--- config.mk ---
export PLATFORM = sky130hd
export DESIGN_NAME = pipe_hazard_ctrl
export DESIGN_NICKNAME = d
export VERILOG_FILES = /design/src/rtl/pipe_hazard_pkg.sv /design/src/rtl/pipe_scoreboard.sv /design/src/rtl/pipe_hazard_ctrl.sv
export SDC_FILE = /design/constraint.sdc
export NUM_CORES = 1
export LEC_CHECK = 0
export ABC_CLOCK_PERIOD_IN_PS = 2100
export CAP_MARGIN = 20
export CORE_ASPECT_RATIO = 0.9
export CORE_MARGIN = 5
export CORE_UTILIZATION = 44
export CTS_CLUSTER_SIZE = 12
export DETAILED_ROUTE_END_ITERATION = 12
export GPL_ROUTABILITY_DRIVEN = 0
export PLACE_DENSITY = 0.87
export SLEW_MARGIN = 20
export SYNTH_ARGS = -nofsm -noshare
export SYNTH_HDL_FRONTEND = slang
export SYNTH_SLANG_ARGS = --single-unit
--- constraint.sdc ---
create_clock -name clk -period 2.1 [get_ports clk]
set_clock_uncertainty 0.05 [all_clocks]
set_input_delay 0.42 -clock clk [delete_from_list [all_inputs] [get_ports clk]]
set_output_delay 0.42 -clock clk [all_outputs]
set_load 0.05 [all_outputs]
--- src/rtl/pipe_hazard_pkg.sv ---
// Shared types for the pipeline hazard controller: scoreboard entry layout,
// forward-select type and the writer predicate.
package pipe_hazard_pkg;

  // Register addresses are carried zero-extended to this width inside the scoreboard.
  localparam int unsigned SB_AW     = 8;
  localparam int unsigned FWD_SEL_W = 4;

  typedef logic [FWD_SEL_W-1:0] fwd_sel_t;

  localparam fwd_sel_t FWD_IDFILE = '0;

  typedef struct packed {
    logic             valid;
    logic             regwrite;
    logic [SB_AW-1:0] dest;
    logic             is_load;
    logic [SB_AW-1:0] rs;
    logic [SB_AW-1:0] rt;
    logic             uses_rs;
    logic             uses_rt;
  } sb_entry_t;

  function automatic logic is_writer(sb_entry_t e);
    return e.valid & e.regwrite & (e.dest != '0);
  endfunction

endpackage

--- src/rtl/pipe_scoreboard.sv ---
// In-flight instruction shift register (EX..WB) with multi-cycle EX hold
// counter and bubble insertion behind a held EX entry.
module pipe_scoreboard
  import pipe_hazard_pkg::*;
#(
  parameter int unsigned DEPTH  = 3,
  parameter int unsigned MC_LAT = 4
) (
  input  logic                  clk,
  input  logic                  rst_n,
  input  logic                  ld_valid,
  input  sb_entry_t             ld_entry,
  input  logic                  ld_mc,
  output sb_entry_t [DEPTH-1:0] ent,
  output logic                  busy
);

  localparam int unsigned CW = $clog2(MC_LAT + 1);

  logic [CW-1:0] cnt;

  assign busy = (cnt != '0);

  always_ff @(posedge clk or negedge rst_n) begin
    if (!rst_n) begin
      ent <= '0;
      cnt <= '0;
    end else if (busy) begin
      // EX is occupied: keep entry 0, drain everything behind it with a bubble at MEM.
      for (int unsigned k = 2; k < DEPTH; k++) ent[k] <= ent[k-1];
      ent[1] <= '0;
      cnt    <= cnt - 1'b1;
    end else begin
      for (int unsigned k = 1; k < DEPTH; k++) ent[k] <= ent[k-1];
      ent[0] <= ld_valid ? ld_entry : '0;
      cnt    <= (ld_valid && ld_mc) ? CW'(MC_LAT - 1) : '0;
    end
  end

endmodule

--- src/rtl/pipe_hazard_ctrl.sv ---
// Scoreboard-based hazard, forwarding and stall controller for the in-order pipeline.
// Optional forwarding is enabled by defining PIPE_FWD_EN; otherwise every RAW hazard stalls.
module pipe_hazard_ctrl
  import pipe_hazard_pkg::*;
#(
  parameter int unsigned REG_AW     = 5,
  parameter int unsigned DEPTH      = 3,
  parameter int unsigned LOAD_AVAIL = 2,
  parameter int unsigned MC_LAT     = 4,
  parameter int unsigned FW_W       = $clog2(DEPTH)
) (
  input  logic              clk,
  input  logic              rst_n,
  input  logic              id_valid,
  input  logic [REG_AW-1:0] id_rs,
  input  logic [REG_AW-1:0] id_rt,
  input  logic              id_uses_rs,
  input  logic              id_uses_rt,
  input  logic              id_regwrite,
  input  logic [REG_AW-1:0] id_dest,
  input  logic              id_is_load,
  input  logic              id_is_mc,
  input  logic              id_is_branch,
  input  logic              id_br_taken,
  output logic              stall,
  output logic              id_bubble,
  output logic              ex_hold,
  output logic              mem_bubble,
  output logic              flush_if,
  output logic [FW_W-1:0]   fwd_a,
  output logic [FW_W-1:0]   fwd_b,
  output logic              mc_busy
);

  sb_entry_t [DEPTH-1:0] ent;
  sb_entry_t             id_ent;
  logic                  busy;
  logic                  raw_haz;
  logic                  unused_ent;

  always_comb begin
    id_ent          = '0;
    id_ent.valid    = 1'b1;
    id_ent.regwrite = id_regwrite;
    id_ent.dest     = SB_AW'(id_dest);
    id_ent.is_load  = id_is_load;
    id_ent.rs       = SB_AW'(id_rs);
    id_ent.rt       = SB_AW'(id_rt);
    id_ent.uses_rs  = id_uses_rs;
    id_ent.uses_rt  = id_uses_rt;
  end

  pipe_scoreboard #(
    .DEPTH  (DEPTH),
    .MC_LAT (MC_LAT)
  ) u_sb (
    .clk      (clk),
    .rst_n    (rst_n),
    .ld_valid (id_valid & ~stall),
    .ld_entry (id_ent),
    .ld_mc    (id_is_mc),
    .ent      (ent),
    .busy     (busy)
  );

  always_comb begin
    logic hit;
    raw_haz = 1'b0;
    for (int unsigned k = 0; k < DEPTH; k++) begin
      hit = 1'b0;
      if (is_writer(ent[k])) begin
`ifdef PIPE_FWD_EN
        // Too young to forward, or a branch compares in ID before any forward point.
        hit = (k + 1 < (ent[k].is_load ? LOAD_AVAIL : 1)) | (id_is_branch & (k < DEPTH - 1));
`else
        hit = (k < DEPTH - 1);
`endif
      end
      if (hit && ((id_uses_rs && ent[k].dest == SB_AW'(id_rs)) ||
                  (id_uses_rt && ent[k].dest == SB_AW'(id_rt))))
        raw_haz = 1'b1;
    end
    raw_haz = raw_haz & id_valid;
  end

  assign stall      = busy | raw_haz;
  assign id_bubble  = stall & ~busy;
  assign ex_hold    = busy;
  assign mem_bubble = busy;
  assign mc_busy    = busy;
  assign flush_if   = rst_n & id_valid & id_is_branch & id_br_taken & ~stall;

`ifdef PIPE_FWD_EN
  always_comb begin
    fwd_a = FW_W'(FWD_IDFILE);
    fwd_b = FW_W'(FWD_IDFILE);
    // Scan oldest to youngest so the youngest matching producer overrides.
    for (int unsigned k = DEPTH - 1; k >= 1; k--) begin
      if (is_writer(ent[k]) && (!ent[k].is_load || k >= LOAD_AVAIL) && ent[0].valid) begin
        if (ent[0].uses_rs && ent[k].dest == ent[0].rs) fwd_a = FW_W'(k);
        if (ent[0].uses_rt && ent[k].dest == ent[0].rt) fwd_b = FW_W'(k);
      end
    end
  end
`else
  assign fwd_a = FW_W'(FWD_IDFILE);
  assign fwd_b = FW_W'(FWD_IDFILE);
`endif

  assign unused_ent = ^ent;

endmodule

==> results of run 1 <==
-- layout by cell type (no fill, tap or decap), drive strengths merged, types with 3 or more instances in the layout --
master / instances
buf: 20
dfrtp: 17
clkdlybuf4s50: 19
a32o: 7
conb: 4
ha: 3
nand4: 4
dlygate4sd2: 4
nand2: 4
xnor2: 20
inv: 6
clkbuf: 4
and2: 7
-- power by group through the flow --
stage	Clock (mW)	Sequential, mW	Combinational, mW
after detailed placement	0	0.517	1.07
after CTS	0.176	0.510	1.09
final	0.167	0.510	1.07
after global routing	0.189	0.527	1.15
after floorplan	0	0.523	0.619
after global placement	0	0.513	1.04
-- cell type report --
type | count | area (sq um)
Tap cell | 27 | 33.8
Multi-Input combinational cell | 64 | 524
Timing Repair Buffer | 43 | 450
Sequential cell | 17 | 425
Clock buffer | 4 | 26.3
Fill cell | 179 | 679
Inverter | 6 | 22.5
-- registers in the layout, summed over array words and instances (netlist names) --
name      cells
u_sb.cnt      3
u_sb.ent     14
-- worst max-delay path by stage --
stage                             from       end
after CTS                 u_sb.ent[23]  flush_if
after global routing      u_sb.ent[23]  flush_if
after detailed placement      id_rt[1]     stall
after global placement        id_rt[0]     stall
final                     u_sb.ent[23]  flush_if
after floorplan           u_sb.ent[19]     stall
-- routing by layer --
layer / vias to the layer above / global-route usage (%) / share of wire, %
met2: 36 / 28.8 / 51
met5: - / 0 / 0
met3: 6 / 3.54 / 9.2
met1: 384 / 15.5 / 37
met4: 0 / 8.86 / 2.8
li1: 394 / - / -
-- metrics by stage --
step                power (mW)  setup slack (ps)
finish                    1.75              -353
global route              1.87              -465
CTS                       1.77              -357
detailed placement        1.59              -387
global placement          1.56              -307
floorplan                 1.14              -176
-- cell families after synthesis --
family	count (synthesis)
other cells	1
simple gates	22
buf+inv	14
flops	17
fa+ha+maj	3
xor+xnor	20
compound gates	15
-- timing repair --
action	in CTS	in global routing
setup endpoints to repair	3	3
pin swaps	6	1
setup buffers	1	1
endpoints found under the hold margin	0	0
resized for setup	7	1
==> reports/metrics.yaml, run 1 <==
cts_root_buf: "clkbuf_4"
vias_per_cell: 5.09
fmax_ghz: 0.408
r2r_start: "u_sb.ent[23]"
powerDensity_nw_per_um2: 1180
cp_num_buf_inv: 1
p_comb_share_pct: 61.3
drc: 0
start_util_pct: 45.5
grt_start_max_net_pins: 18
internal_power_mw: 1.06
avgRoutedWirePerCell_microns: 13.8
clock-sinks: 17
synth_area_sq_um: 985
track_usage_pct: 15.3
path_clk_slew_ps: 90
die_h_microns: 54.9
rr_endpoint: "u_sb.ent[22]"
antenna_cells: 0
ys_seq_area_share_pct: 43.2
numPortBuffers: 29
crit_fanout: 4
finalWorstPathRequiredPeriod_ps: 2450
cap_violations: 0
rsz0062_at_grt: "yes"
fp.dieArea_sq_um: 3290
max_stage_delay_ps: 380
p_sw_uw: 690
holdWs_ps: 430
cts_made_buffers: 3
synth_compound_area_share_pct: 14.0
synth.avg_cell_area_sq_um: 10.7
area_delta_synth_final_pct: 50.6
cp.depth: 5
grt_pass1_vias: 898
cts.path.max_buffers: 2
ys_types: 23
drt_first_iter_violations: 12
startpoint_type: "flop"
cts_tree: "done"
seq_power_share_pct: 29.2
finalWirelength_microns: 2230
synth-adder-area-share_pct: 3.81
ys_warn_count: 0
first_pass_iters: 4
holdCritPathClass: "input port to asynchronous set/reset pin"
outcome: "complete, but fails checks"
synthFlopType: "dfrtp_1"
synth.area.mux_share_pct: 0
worstPathRequired_ps: 1630
cp_slowest_cell: "dfrtp_1"
end_kind: "output port"
swShare_pct: 39.4
path_cells: "or3_1, o311a_1, a22oi_2, and3_4, buf_12"
hold_violations: 0
drv_slew: 0
synth_cells: 92
ys_top_cells_by_area: "dfrtp_1 43%, xnor2_1 18%, a32o_1 7.1%, buf_4 4.6%, and2_1 3.8%"
core_area_sq_um: 2160
dp_hpwl_microns: 1850
placed_cell_area_sq_um: 1420
yosys.area.top_type_share_pct: 43.2
clkPwrFrac_pct: 9.6
synthTopCellsByCount: "20 x xnor2_1, 17 x dfrtp_1, 7 x a32o_1"
grt_pass1_wl_microns: 3650
drive_above_1_share_pct: 23.1
insertion_delay_ps: 290
die-width_microns: 59.9
ys_async_sr_fraction_pct: 100
peakVddDrop_mv: 1.06
ys_seq_elements: 17
finalCritPeriodShare_pct: 117
r2r_setup_slack_ps: 190
setup_viol: 3
ios: 35
place_inst: 155
synth_top_family_by_area: "XOR/XNOR gates"
violations: "setup timing"
fin_cells: 161
synthXorXnorAreaFrac_pct: 17.8
layout_setup_ws_ps: -353
r2r_cells: 6
p_leak_nw: 0.655
synth_top_area_cell: "dfrtp_1"
fp-row-count: 16
post-route-util_pct: 68.6
cp.arrival_ps: 1980
crit_type: "flop to output port"
overflow: 0
crit_family: "simple AND/OR/NAND/NOR gates"
fin_nets: 163
synth_edf_count: 0
postCtsHoldBufs: 0
htree_num_levels: 1
yosysMostFrequentCell: "xnor2_1"
fin_area_sq_um: 1480
antenna_left: 0
synthSimpleGateAreaFrac_pct: 12.5
vias: 820
fin_setup_tns_ps: -985
antenna_found_initial: 0
Power figures use the tool's default switching activity.
==> run 2, diff against run 1 <==
--- a/config.mk
+++ b/config.mk
@@ -7,13 +7,15 @@
 export LEC_CHECK = 0
 export ABC_CLOCK_PERIOD_IN_PS = 2100
 export CAP_MARGIN = 20
+export CELL_PAD_IN_SITES_DETAIL_PLACEMENT = 0
+export CELL_PAD_IN_SITES_GLOBAL_PLACEMENT = 1
 export CORE_ASPECT_RATIO = 0.9
 export CORE_MARGIN = 5
-export CORE_UTILIZATION = 44
+export CORE_UTILIZATION = 33
 export CTS_CLUSTER_SIZE = 12
 export DETAILED_ROUTE_END_ITERATION = 12
 export GPL_ROUTABILITY_DRIVEN = 0
-export PLACE_DENSITY = 0.87
+export PLACE_DENSITY_LB_ADDON = 0.05
 export SLEW_MARGIN = 20
 export SYNTH_ARGS = -nofsm -noshare
 export SYNTH_HDL_FRONTEND = slang
==> run 2 against run 1 <==
  * The run still ends with setup timing left
  * Via count up 0.49%
  * Critical path depth is 1 higher
  * Worst setup slack worse by 14 ps
  * Utilization fell by 15 points
  * Sequential power about the same
  * Critical path type unchanged
  * Clock power about the same
  * Highest routed layer unchanged
  * Design area up 2.0%
==> reports/metrics.yaml, run 2 (synthesis results as in run 1) <==
outcome: "complete, but fails checks"
violations: "setup timing"
fin_setup_tns_ps: -1080
antenna_found_initial: 0
path_clk_slew_ps: 90
insertion_delay_ps: 280
grt_start_max_net_pins: 18
peakVddDrop_mv: 0.924
numPortBuffers: 29
end_kind: "output port"
dp_hpwl_microns: 1860
cts.path.max_buffers: 2
setup_viol: 3
first_pass_iters: 4
core_area_sq_um: 2820
rsz0062_at_grt: "yes"
vias_per_cell: 4.71
die-width_microns: 67.6
max_stage_delay_ps: 380
layout_setup_ws_ps: -366
cp_slowest_cell: "dfrtp_1"
powerDensity_nw_per_um2: 1170
drv_slew: 0
top_regs: "u_sb.ent x14, u_sb.cnt x3"
worstPathRequired_ps: 1630
fin_nets: 164
htree_num_levels: 1
postCtsHoldBufs: 0
vias: 824
cts_made_buffers: 3
fill_cells: 263
drive_above_1_share_pct: 24.4
register_area_sq_um: 425
cap_violations: 0
clock-sinks: 17
die_h_microns: 61.8
start_util_pct: 35.0
place_inst: 169
grt_pass1_wl_microns: 3770
startpoint_type: "flop"
largest_reg_flops: 14
fp-row-count: 18
fmax_ghz: 0.405
fin_cells: 175
overflow: 0
fp.dieArea_sq_um: 4180
crit_type: "flop to output port"
holdCritPathClass: "input port to asynchronous set/reset pin"
drt_first_iter_violations: 24
drc: 0
finalCritPeriodShare_pct: 117
multi_input_area_sq_um: 528
cp.arrival_ps: 2000
regMostFlops: "u_sb.ent"
hold_violations: 0
cts_root_buf: "clkbuf_4"
final_cell_mix: "21 x clkdlybuf4s50_1, 20 x xnor2_1, 17 x dfrtp_1, 15 x buf_4, 7 x a32o_1"
path_cells: "or3_1, o311a_1, a22oi_2, buf_4, o21ai_4, buf_12"
antenna_cells: 0
p_leak_nw: 0.654
final_common_cell: "clkdlybuf4s50_1"
ios: 35
grt_pass1_vias: 892
finalWorstPathRequiredPeriod_ps: 2470
finalWirelength_microns: 2330
cts_tree: "done"
antenna_left: 0
crit_fanout: 3
track_usage_pct: 12.2
avgRoutedWirePerCell_microns: 13.3
area_delta_synth_final_pct: 53.6
## run 2: repair_timing
item                       4_1_cts  5_1_grt
pin swaps                        4        1
setup buffers                    1        1
gates resized for setup          5        3
setup endpoints to repair        3        6
## run 2: cell type report
type | instances | share of cell area [%]
Inverter | 6 | 1.49
Timing Repair Buffer | 44 | 30.4
Multi-Input combinational cell | 64 | 34.9
Tap cell | 40 | 3.31
Sequential cell | 17 | 28.1
Clock buffer | 4 | 1.74
## run 2: final timing paths
path / slack, ps / cells after the start / end / from
worst max-delay path: -370 / 6 / stall / u_sb.ent[23]
worst min-delay path: 450 / 2 / u_sb.cnt[1] / rst_n
worst max register to register: 160 / 6 / u_sb.ent[23] / u_sb.ent[23]
worst min register to register: 480 / 1 / u_sb.ent[27] / u_sb.ent[27]
max in group asynchronous: 1370 / 2 / u_sb.ent[56] / rst_n
min in group clk: 480 / 1 / u_sb.ent[27] / u_sb.ent[27]
## run 2: through the flow
step | worst slack, ps | power [mW] | area, sq um | util (%) | hold slack, ps
after floorplan | -176 | 1.14 | 1010 | - | 74.4
after global placement | -369 | 1.58 | 1450 | 51.4 | 442
after detailed placement | -348 | 1.60 | 1450 | 51.4 | 455
after CTS | -362 | 1.77 | 1490 | 53.1 | 468
after global routing | -484 | 1.89 | 1510 | 53.7 | 475
final | -366 | 1.77 | 1510 | 53.7 | 447
## run 2: power by group
| group | leakage (nW) | total (mW) | switching [mW] | internal, mW |
|---|---|---|---|---|
| Clock | 0.0150 | 0.169 | 0.0954 | 0.0736 |
| Sequential | 0.224 | 0.510 | 0.0723 | 0.438 |
| Combinational | 0.414 | 1.09 | 0.534 | 0.559 |
## run 2: worst max-delay path, delay by kind of cell (launching register included)
family	cells	cell delay (ps)
flip-flops	1	380
AO/OA/AOI/OAI	3	620
buffers and inverters	2	330
AND/OR/NAND/NOR	1	380
## run 2: per-layer routing
metal / wire length, microns / up-vias / global-route usage, %
met1: 937 / 397 / 13.3
li1: - / 399 / -
met5: 0 / - / 0
met4: 12 / 0 / 3.47
met2: 1180 / 26 / 22.6
met3: 199 / 2 / 3.96
==> run 3, diff against run 2 <==
--- a/config.mk
+++ b/config.mk
@@ -16,7 +16,6 @@
 export DETAILED_ROUTE_END_ITERATION = 12
 export GPL_ROUTABILITY_DRIVEN = 0
 export PLACE_DENSITY_LB_ADDON = 0.05
-export SLEW_MARGIN = 20
 export SYNTH_ARGS = -nofsm -noshare
 export SYNTH_HDL_FRONTEND = slang
 export SYNTH_SLANG_ARGS = --single-unit
==> results of run 3 <==
The final DEF is identical to that of run 2; final timing and power are the same.
